[src/rtl/rr_request_agent.sv]
// Requester-side agent for the round-robin arbiter: counts pending events per client,
// holds requests until served, and turns valid grants into one-hot acks.
// Optional per-client watchdog compiled in with `define RR_REQ_WATCHDOG_EN.
module rr_request_agent #(
  parameter int N       = 8,
  parameter int CNT_W   = 4,
  parameter int TIMEOUT = 64
) (
  input  logic                 clk,
  input  logic                 reset_b,
  input  logic [N-1:0]         evt_valid,
  output logic [N-1:0]         evt_ready,
  output logic [N-1:0]         request,
  input  logic                 grant,
  input  logic [$clog2(N)-1:0] grant_id,
  output logic [N-1:0]         gnt_ack,
  output logic                 busy,
  output logic                 err_spurious,
  input  logic                 err_clear,
  output logic [N-1:0]         timeout
);

  localparam int ID_W = $clog2(N);
  localparam logic [CNT_W-1:0] CNT_MAX = '1;
  localparam logic [CNT_W-1:0] CNT_ONE = CNT_W'(1);

  if ((N < 2) || ((N & (N - 1)) != 0)) begin : g_bad_n
    $error("rr_request_agent: N must be a power of 2 and at least 2");
  end
  if (TIMEOUT < 1) begin : g_bad_timeout
    $error("rr_request_agent: TIMEOUT must be at least 1");
  end

  logic [N-1:0][CNT_W-1:0] pend_q, pend_d;
  logic [N-1:0]            gnt_ack_q, gnt_ack_d;
  logic                    err_spurious_q, err_spurious_d;

  logic [N-1:0] gv;       // grant that actually retires an event this cycle
  logic [N-1:0] acc;      // event accepted this cycle
  logic [N-1:0] nz;       // client has at least one pending event
  logic         spurious;

  // NOTE: every combinational output gets a default before the loop, so no path
  // leaves a signal unassigned and no latch is inferred.
  always_comb begin
    gv        = '0;
    acc       = '0;
    nz        = '0;
    evt_ready = '0;
    request   = '0;
    pend_d    = pend_q;
    for (int i = 0; i < N; i++) begin
      nz[i]        = (pend_q[i] != '0);
      evt_ready[i] = (pend_q[i] != CNT_MAX);
      acc[i]       = evt_valid[i] & evt_ready[i];
      gv[i]        = grant & (grant_id == ID_W'(i)) & nz[i];
      if (acc[i] && !gv[i]) begin
        pend_d[i] = pend_q[i] + CNT_ONE;
      end else if (gv[i] && !acc[i]) begin
        pend_d[i] = pend_q[i] - CNT_ONE;
      end
      // Hide the event being retired right now so the arbiter cannot grant it twice.
      request[i] = gv[i] ? (pend_q[i] > CNT_ONE) : nz[i];
    end
  end

  always_comb begin
    spurious       = grant & ~nz[grant_id];
    err_spurious_d = spurious | (err_spurious_q & ~err_clear);
    gnt_ack_d      = gv;
  end

  // NOTE: state updates use non-blocking assignments so every flop samples the
  // pre-edge values regardless of statement order. Reset is asynchronous and clears
  // all counters, which deliberately discards any outstanding events.
  always_ff @(posedge clk or negedge reset_b) begin
    if (!reset_b) begin
      pend_q         <= '0;
      gnt_ack_q      <= '0;
      err_spurious_q <= 1'b0;
    end else begin
      pend_q         <= pend_d;
      gnt_ack_q      <= gnt_ack_d;
      err_spurious_q <= err_spurious_d;
    end
  end

  assign busy         = |nz;
  assign gnt_ack      = gnt_ack_q;
  assign err_spurious = err_spurious_q;

`ifdef RR_REQ_WATCHDOG_EN
  localparam int AGE_W = $clog2(TIMEOUT) + 1;
  localparam logic [AGE_W-1:0] AGE_MAX = AGE_W'(TIMEOUT);

  logic [N-1:0][AGE_W-1:0] age_q, age_d;
  logic [N-1:0]            timeout_q, timeout_d;

  // Age counts cycles a client has waited without being served; it restarts on
  // every retire and whenever the client goes idle.
  always_comb begin
    age_d     = '0;
    timeout_d = '0;
    for (int i = 0; i < N; i++) begin
      if (nz[i] && !gv[i]) begin
        age_d[i] = (age_q[i] == AGE_MAX) ? AGE_MAX : age_q[i] + AGE_W'(1);
      end
      timeout_d[i] = (age_d[i] == AGE_MAX) | (timeout_q[i] & ~err_clear);
    end
  end

  always_ff @(posedge clk or negedge reset_b) begin
    if (!reset_b) begin
      age_q     <= '0;
      timeout_q <= '0;
    end else begin
      age_q     <= age_d;
      timeout_q <= timeout_d;
    end
  end

  assign timeout = timeout_q;
`else
  assign timeout = '0;
`endif

endmodule
[config.mk]
export PLATFORM = sky130hd
export DESIGN_NAME = rr_request_agent
export DESIGN_NICKNAME = d
export VERILOG_FILES = /design/src/rtl/rr_request_agent.sv
export SDC_FILE = /design/constraint.sdc
export NUM_CORES = 1
export LEC_CHECK = 0
export ABC_AREA = 1
export CAP_MARGIN = 25
export CORE_MARGIN = 2
export CORE_UTILIZATION = 45
export DETAILED_ROUTE_END_ITERATION = 10
export PLACE_DENSITY = 0.78
export SKIP_LAST_GASP = 1
export SYNTH_ARGS = -nofsm -noshare
export SYNTH_HDL_FRONTEND = slang
export SYNTH_SLANG_ARGS = --single-unit
[constraint.sdc]
create_clock -name clk -period 2.3 [get_ports clk]
set_input_delay 0.46 -clock clk [delete_from_list [all_inputs] [get_ports clk]]
set_output_delay 0.46 -clock clk [all_outputs]
set_load 0.02 [all_outputs]
==> out/qor.csv, run 1 <==
stage;metric;value;unit
status;run status;finished with violations;
status;failing checks;negative setup slack;
clock_network;Worst-path clk slew;0.09;ns
synth;main area contributors after synthesis;dfrtp_1, ha_1, inv_1;
die;die area;0.00712;mm2
sta;Tmin final;2.32;ns
flow_run;Max Cap Violations;0;
sta;setup repair after global routing missed its margin;yes;
finish;Layout Utilization;59.7;%
synth;post-synthesis sequential area ratio;35.3;%
detailed_routing;post-route ant nets;0;
worst_setup_path;CP max FO;4;
clock_network;Clk Latency, worst-skew pair;0.31;ns
pwr;Peak VDD IR;0.614;mV
sta;Slew HR;63.8;%
synth;Post-Syn Area;0.00291;mm2
placement;placed cell areas;0.00364;mm2
worst_hold_path;HP Class;primary input to asynchronous set/reset pin;
worst_setup_path;CP arrival;1.86;ns
synth;Yosys warnings;0;
finish;final net count;509;
global_route;global-route wire length before repair;10900;um
die;height of the die;84.4;um
die;initial core utilization;46.1;%
clock_network;CTS hold repair buffers;0;
detailed_routing;total wire length;6240;um
sta;Slew Viols, Final;0;
pwr;Pleak;2.07;nW
clock_network;clk buf depth;2;
global_route;vias in the first global route;2599;
global_route;total track usage;18.8;%
global_route;largest net degree at the start of global routing;42;
clock_network;clock sinks;41;
synth;post-synth cell types;28;
synth;Mean Syn Cell Area;7.71;um2
synth;area fraction of the dominant cell type after synthesis;35.3;%
finish;proportion of layout cells with a drive suffix above 1;18.6;%
die;Die Wd;84.4;um
worst_setup_path;CP required;1.84;ns
clock_network;CTS tree;done;
sta;Max Clock Freq;431;MHz
detailed_routing;overall via count from detail_route;2600;
worst_setup_path;CP endpoint kind;output port;
finish;cell area after layout;0.00377;mm2
detailed_routing;Routed WL per cell;11.5;um
sta;Final period util;101;%
clock_network;Inserted Clock Buffers;5;
clock_network;clock tree root driver cell;clkbuf_8;
worst_setup_path;R2R Setup Slk;0.22;ns
die;# rows;29;
finish;Layout area overhead;29.6;%
global_route;grt ovf;0;
placement;IO Port Bufs;40;
sta;PnR worst setup slack;-0.0199;ns
synth;cell taking the most area after synthesis;dfrtp_1;
sta;Final Hold Viols;0;
placement;DP Wirelength;4820;um
worst_setup_path;crit path launch type;flop;
pwr;power density over cell area;1090;mW/mm2
synth;Post-Syn Instances;377;
worst_setup_path;Setup CP Type;flop to output port;
detailed_routing;drt pass-1 iters;4;
detailed_routing;DR iter-0 viols;92;
synth;Yosys reg bits;41;
placement;RePlAce Congestion;0.869;
sta;final setup vio count;1;
die;I/O pin count;49;
detailed_routing;residual DRC count;0;
sta;clk_skew;0.00640;ns
global_route;initial antenna violation count;1;
clock_network;H-Tree Depth;2;
die;core area;0.00631;mm2
sta;Min Hold Slack;0.221;ns
detailed_routing;vias per inst;4.81;
sta;slew at the pin with the worst max-slew slack;0.544;ns
==> report_power, final <==
group	total (mW)	switching, mW	internal, mW
combinational	2.28	1.27	1.01
clock	0.523	0.279	0.244
sequential	1.32	0.298	1.02
total	4.13	1.84	2.28
==> cell usage after synthesis <==
cell       n
nor2_1    22
buf_6      1
o22ai_2    1
nor2_4     2
nand2_2    2
dfrtp_1   41
clkinv_1   1
o21ai_0    9
a31oi_1    5
o211ai_1   1
o22ai_1   13
xor2_1    16
o21ai_1    8
nor3_1     6
inv_1     84
ha_1      32
nor2_2     9
nand3_1   20
nand3_2    1
or2_1      1
or2_0      1
xnor2_1    6
a21oi_1    6
conb_1     1
nand4_1    8
nand2_1   60
inv_2     12
buf_4      8
==> metrics by stage <==
| step | setup TNS [ns] | power (mW) | setup WS, ns | cells |
|---|---|---|---|---|
| floorplan | 0 | 2.85 | 0.423 | 384 |
| global placement | -2.06 | 3.49 | -0.238 | 530 |
| detailed placement | -2.73 | 3.59 | -0.286 | 530 |
| CTS | -0.0862 | 4.11 | -0.0862 | 538 |
| global route | -0.114 | 4.54 | -0.114 | 541 |
| finish | -0.0199 | 4.13 | -0.0199 | 541 |
==> kinds of logic (layout without fill, tap and decap cells) <==
kind of cell	count (synthesis)	after routing	synth area share, %
other cells	1	9	0.129
buf+inv	106	185	15.0
xor+xnor	22	22	6.63
fa+ha+maj	32	32	13.8
simple gates	132	132	20.7
compound gates	43	43	8.52
flops	41	41	35.3
==> registers in the layout (all words and copies together) (netlist names) <==
signal        count
gnt_ack           8
err_spurious      1
pend_q           32
==> final cells by class <==
cell class                 instances  area, um2
fill                             573       2550
clock inverter                     2       13.8
tap                               77       96.3
clock buffer                       6       82.6
sequential                        41       1030
multi-input combinational        237       1500
inverter                          97        364
timing repair buffer              80        678
antenna                            1       2.50
==> worst paths after layout <==
check / start / end / cells after the start
hold reg to reg: pend_q[17] / pend_q[17] / 2
hold / removal: reset_b / gnt_ack[1] / 2
min in group clk: pend_q[17] / pend_q[17] / 2
setup reg to reg: pend_q[16] / pend_q[19] / 14
setup / recovery: pend_q[1] / busy / 7
max in group asynchronous: reset_b / pend_q[24] / 2
==> routing by layer <==
layer | global-route usage [%] | up-vias | routed length [um]
met5 | 0 | - | 0
met4 | 7.50 | 0 | 103
met3 | 3.83 | 10 | 286
met2 | 33.8 | 47 | 3140
met1 | 21.8 | 1218 | 2710
li1 | - | 1325 | -
==> worst max-delay path, stage by stage (launching register included) <==
cell and delay [ns]:
dfrtp_1 0.42, inv_1 0.11, ha_1 0.15, inv_1 0.07, nor2_4 0.13, nand4_1 0.09, or2_1 0.26, clkdlybuf4s15_1 0.30
==> layout by cell type (no fill, tap or decap), drive strengths merged, types with 8 or more instances in the layout <==
cell type,count
inv,96
nand2,62
dfrtp,41
buf,41
nor2,33
ha,32
clkdlybuf4s50,26
nand3,21
o21ai,17
xor2,16
o22ai,14
clkbuf,11
nand4,8
conb,8
==> repair_timing <==
action / in CTS / in global routing
gates resized for setup: 9 / 26
endpoints found under the setup margin: 9 / 12
setup buffers: 0 / 2
(Power assumes the default switching activity.)
==> inputs of run 2 (changes only) <==
Settings changed: PLACE_DENSITY 0.78 to 0.81.
Clock period 2.3 ns to 2.07 ns, I/O delays scaled along.
==> run 2 against run 1 <==
Effect of this change: the flow still finishes with violations (negative setup slack); via count is 6.5% higher; cell count is 6.3% higher; die area unchanged; routed wire length is 18% higher; sequential share of layout area shrank 2.6 points; highest routed layer unchanged; first-iteration DRC count increased by 3.3%; critical path depth fell by 2; largest power group unchanged; clock skew decreased by 0.0027 ns; hold slack lost 0.046 ns; combinational power rose by 47%.
==> out/qor.csv, run 2 (synthesis gave the netlist of run 1 again) <==
stage;metric;value;unit;change
status;run status;finished with violations;;unchanged
status;failing checks;negative setup slack;;unchanged
worst_setup_path;worst stage delay on the critical path;0.50;ns;was 0.42 ns
global_route;total track usage;19.5;%;was 18.8%
die;initial core utilization;46.1;%;unchanged
worst_setup_path;critical-path cell list;clkdlybuf4s50_1 -> nand2_2 -> nor3_1 -> a21oi_1 -> clkdlybuf4s15_2;;was inv_1 -> ha_1 -> inv_1 -> nor2_4 -> nand4_1 -> or2_1 -> clkdlybuf4s15_1
placement;IO Port Bufs;40;;unchanged
finish;antenna cells;0;;was 1
sta;clk_skew;0.00372;ns;was 0.00640 ns
flow_run;Max Cap Violations;0;;unchanged
clock_network;CTS hold repair buffers;0;;unchanged
placement;RePlAce Congestion;0.848;;was 0.869
placement;DP Wirelength;5240;um;was 4820 um
detailed_routing;Routed WL per cell;12.8;um;was 11.5 um
pwr;Pleak;2.19;nW;was 2.07 nW
die;height of the die;84.4;um;unchanged
sta;Max Clock Freq;482;MHz;
detailed_routing;overall via count from detail_route;2769;;was 2,600
clock_network;clock tree root driver cell;clkbuf_8;;unchanged
sta;Slew Viols, Final;0;;unchanged
sta;final setup vio count;1;;unchanged
detailed_routing;drt pass-1 iters;4;;unchanged
detailed_routing;residual DRC count;0;;unchanged
finish;Layout area overhead;43.0;%;was 29.6%
sta;Tmin final;2.07;ns;
worst_setup_path;CP bufs+invs;2;;was 3
worst_setup_path;CP max FO;6;;was 4
sta;Final Hold Viols;0;;unchanged
sta;Slew HR;63.2;%;was 63.8%
die;Die Wd;84.4;um;unchanged
clock_network;CTS tree;done;;unchanged
die;# rows;29;;unchanged
clock_network;H-Tree Depth;2;;unchanged
worst_setup_path;crit path launch type;primary input;;was flop
pwr;power density over cell area;1270;mW/mm2;was 1090 mW/mm2
finish;Filler cells;494;;was 573
finish;Layout Utilization;65.9;%;was 59.7%
clock_network;clock sinks;41;;unchanged
detailed_routing;post-route ant nets;0;;unchanged
clock_network;clk buf depth;2;;unchanged
finish;area occupied by multi-input gates;0.00168;mm2;was 0.00150 mm2
finish;FF+latch area;0.00103;mm2;unchanged
die;die area;0.00712;mm2;unchanged
pwr;Peak VDD IR;0.612;mV;was 0.614 mV
die;core area;0.00631;mm2;unchanged
sta;PnR worst setup slack;-0.00394;ns;was -0.0199 ns
finish;commonest non-fill, non-tap cell in the layout;buf_4;;was inv_1
global_route;initial antenna violation count;0;;was 1
die;I/O pin count;49;;unchanged
sta;slew at the pin with the worst max-slew slack;0.552;ns;was 0.544 ns
sta;setup repair after global routing missed its margin;yes;;unchanged
clock_network;Worst-path clk slew;0.08;ns;was 0.09 ns
worst_setup_path;family with the most delay on the worst path;buffers and inverters;;unchanged
detailed_routing;DR iter-0 viols;95;;was 92
clock_network;Inserted Clock Buffers;5;;unchanged
worst_hold_path;HP Class;primary input to asynchronous set/reset pin;;unchanged
worst_setup_path;Setup CP Type;primary input to output port;;was flop to output port
finish;proportion of layout cells with a drive suffix above 1;32.5;%;was 18.6%
sta;Min Hold Slack;0.175;ns;was 0.221 ns
clock_network;Clk Latency, worst-skew pair;0.29;ns;was 0.31 ns
finish;Largest register FFs;32;;unchanged
worst_setup_path;crit path max-delay cell type;clkdlybuf4s50_1;;was dfrtp_1
detailed_routing;vias per inst;4.82;;was 4.81
finish;Reg with most FFs;pend_q;;unchanged
worst_setup_path;CP required;1.66;ns;was 1.84 ns
worst_setup_path;CP arrival;1.66;ns;was 1.86 ns
finish;leading cell types in the layout, fill and taps excluded;buf_4, inv_1, nand2_1;;was inv_1, nand2_1, dfrtp_1
global_route;largest net degree at the start of global routing;42;;unchanged
worst_setup_path;CP endpoint kind;output port;;unchanged
detailed_routing;total wire length;7370;um;was 6240 um
sta;Final period util;100;%;
finish;final net count;544;;was 509
global_route;global-route wire length before repair;11500;um;was 10,900 um
global_route;vias in the first global route;2730;;was 2,599
global_route;grt ovf;0;;unchanged
run 2: changes by cell type in the layout (fill, tap and decap cells not counted), sizes merged:
cell,delta
diode,-1
buf,+42
clkbuf,-4
dlymetal6s2s,-4
clkdlybuf4s15,-1
dlygate4sd2,+8
clkdlybuf4s50,-6
run 2: per-stage QoR:
stage | cells | cell area (um2) | TNS, ns | setup WS (ns) | total power [mW]
final | 575 | 4160 | -0.00394 | -0.00394 | 5.29
after CTS | 568 | 3940 | -0.0465 | -0.0465 | 4.89
after detailed placement | 560 | 3860 | -8.51 | -0.453 | 4.40
after global placement | 560 | 3860 | -6.56 | -0.382 | 4.23
after floorplan | 384 | 2930 | 0 | 0.193 | 3.16
after global routing | 575 | 4160 | -0.212 | -0.0782 | 5.74
run 2: what timing repair did:
item	CTS	global route
buffers inserted	0	7
cloned	0	0
gates resized for setup	51	51
setup endpoints to repair	21	12
pin swaps	0	12
run 2: routing by layer:
| metal | up-vias | part of all wire, % | global-route usage, % |
|---|---|---|---|
| met1 | 1307 | 42 | 23.6 |
| met5 | - | 0 | 0 |
| met2 | 51 | 52 | 35.4 |
| met4 | 0 | 1.5 | 5.92 |
| li1 | 1399 | - | - |
| met3 | 12 | 3.7 | 3.44 |
run 2: final cells by class:
| class | count | area share [%] |
|---|---|---|
| Clock buffer | 6 | 1.75 |
| Clock inverter | 2 | 0.241 |
| Inverter | 97 | 8.76 |
| Multi-Input combinational cell | 237 | 40.3 |
| Sequential cell | 41 | 24.7 |
| Tap cell | 77 | 2.32 |
| Timing Repair Buffer | 115 | 22.0 |
run 2: where the power goes:
group | internal, mW | switching [mW]
clock | 0.234 | 0.288
combinational | 1.60 | 1.75
sequential | 1.14 | 0.272
run 2: worst reg2reg max path: stages, from the launching register on:
cell and delay (ns):
dfrtp_1 0.37, inv_2 0.05, ha_1 0.19, inv_1 0.09
nor2_2 0.05, buf_4 0.13, nor2_1 0.11, nand2_1 0.15
ha_4 0.28, a21oi_1 0.11, o21ai_1 0.09, xor2_1 0.14
inv_1 0.06
run 2: worst paths after layout:
path                       slack (ns)         from    endpoint  cells past startpoint
min in group clk                 0.57   pend_q[19]  pend_q[19]                      2
hold reg to reg                  0.57   pend_q[19]  pend_q[19]                      2
hold / removal                   0.18      reset_b   pend_q[9]                      2
setup reg to reg                 0.15   pend_q[20]  pend_q[22]                     12
setup / recovery               -0.004  grant_id[2]  request[7]                      5
max in group asynchronous        1.51      reset_b   pend_q[2]                      2
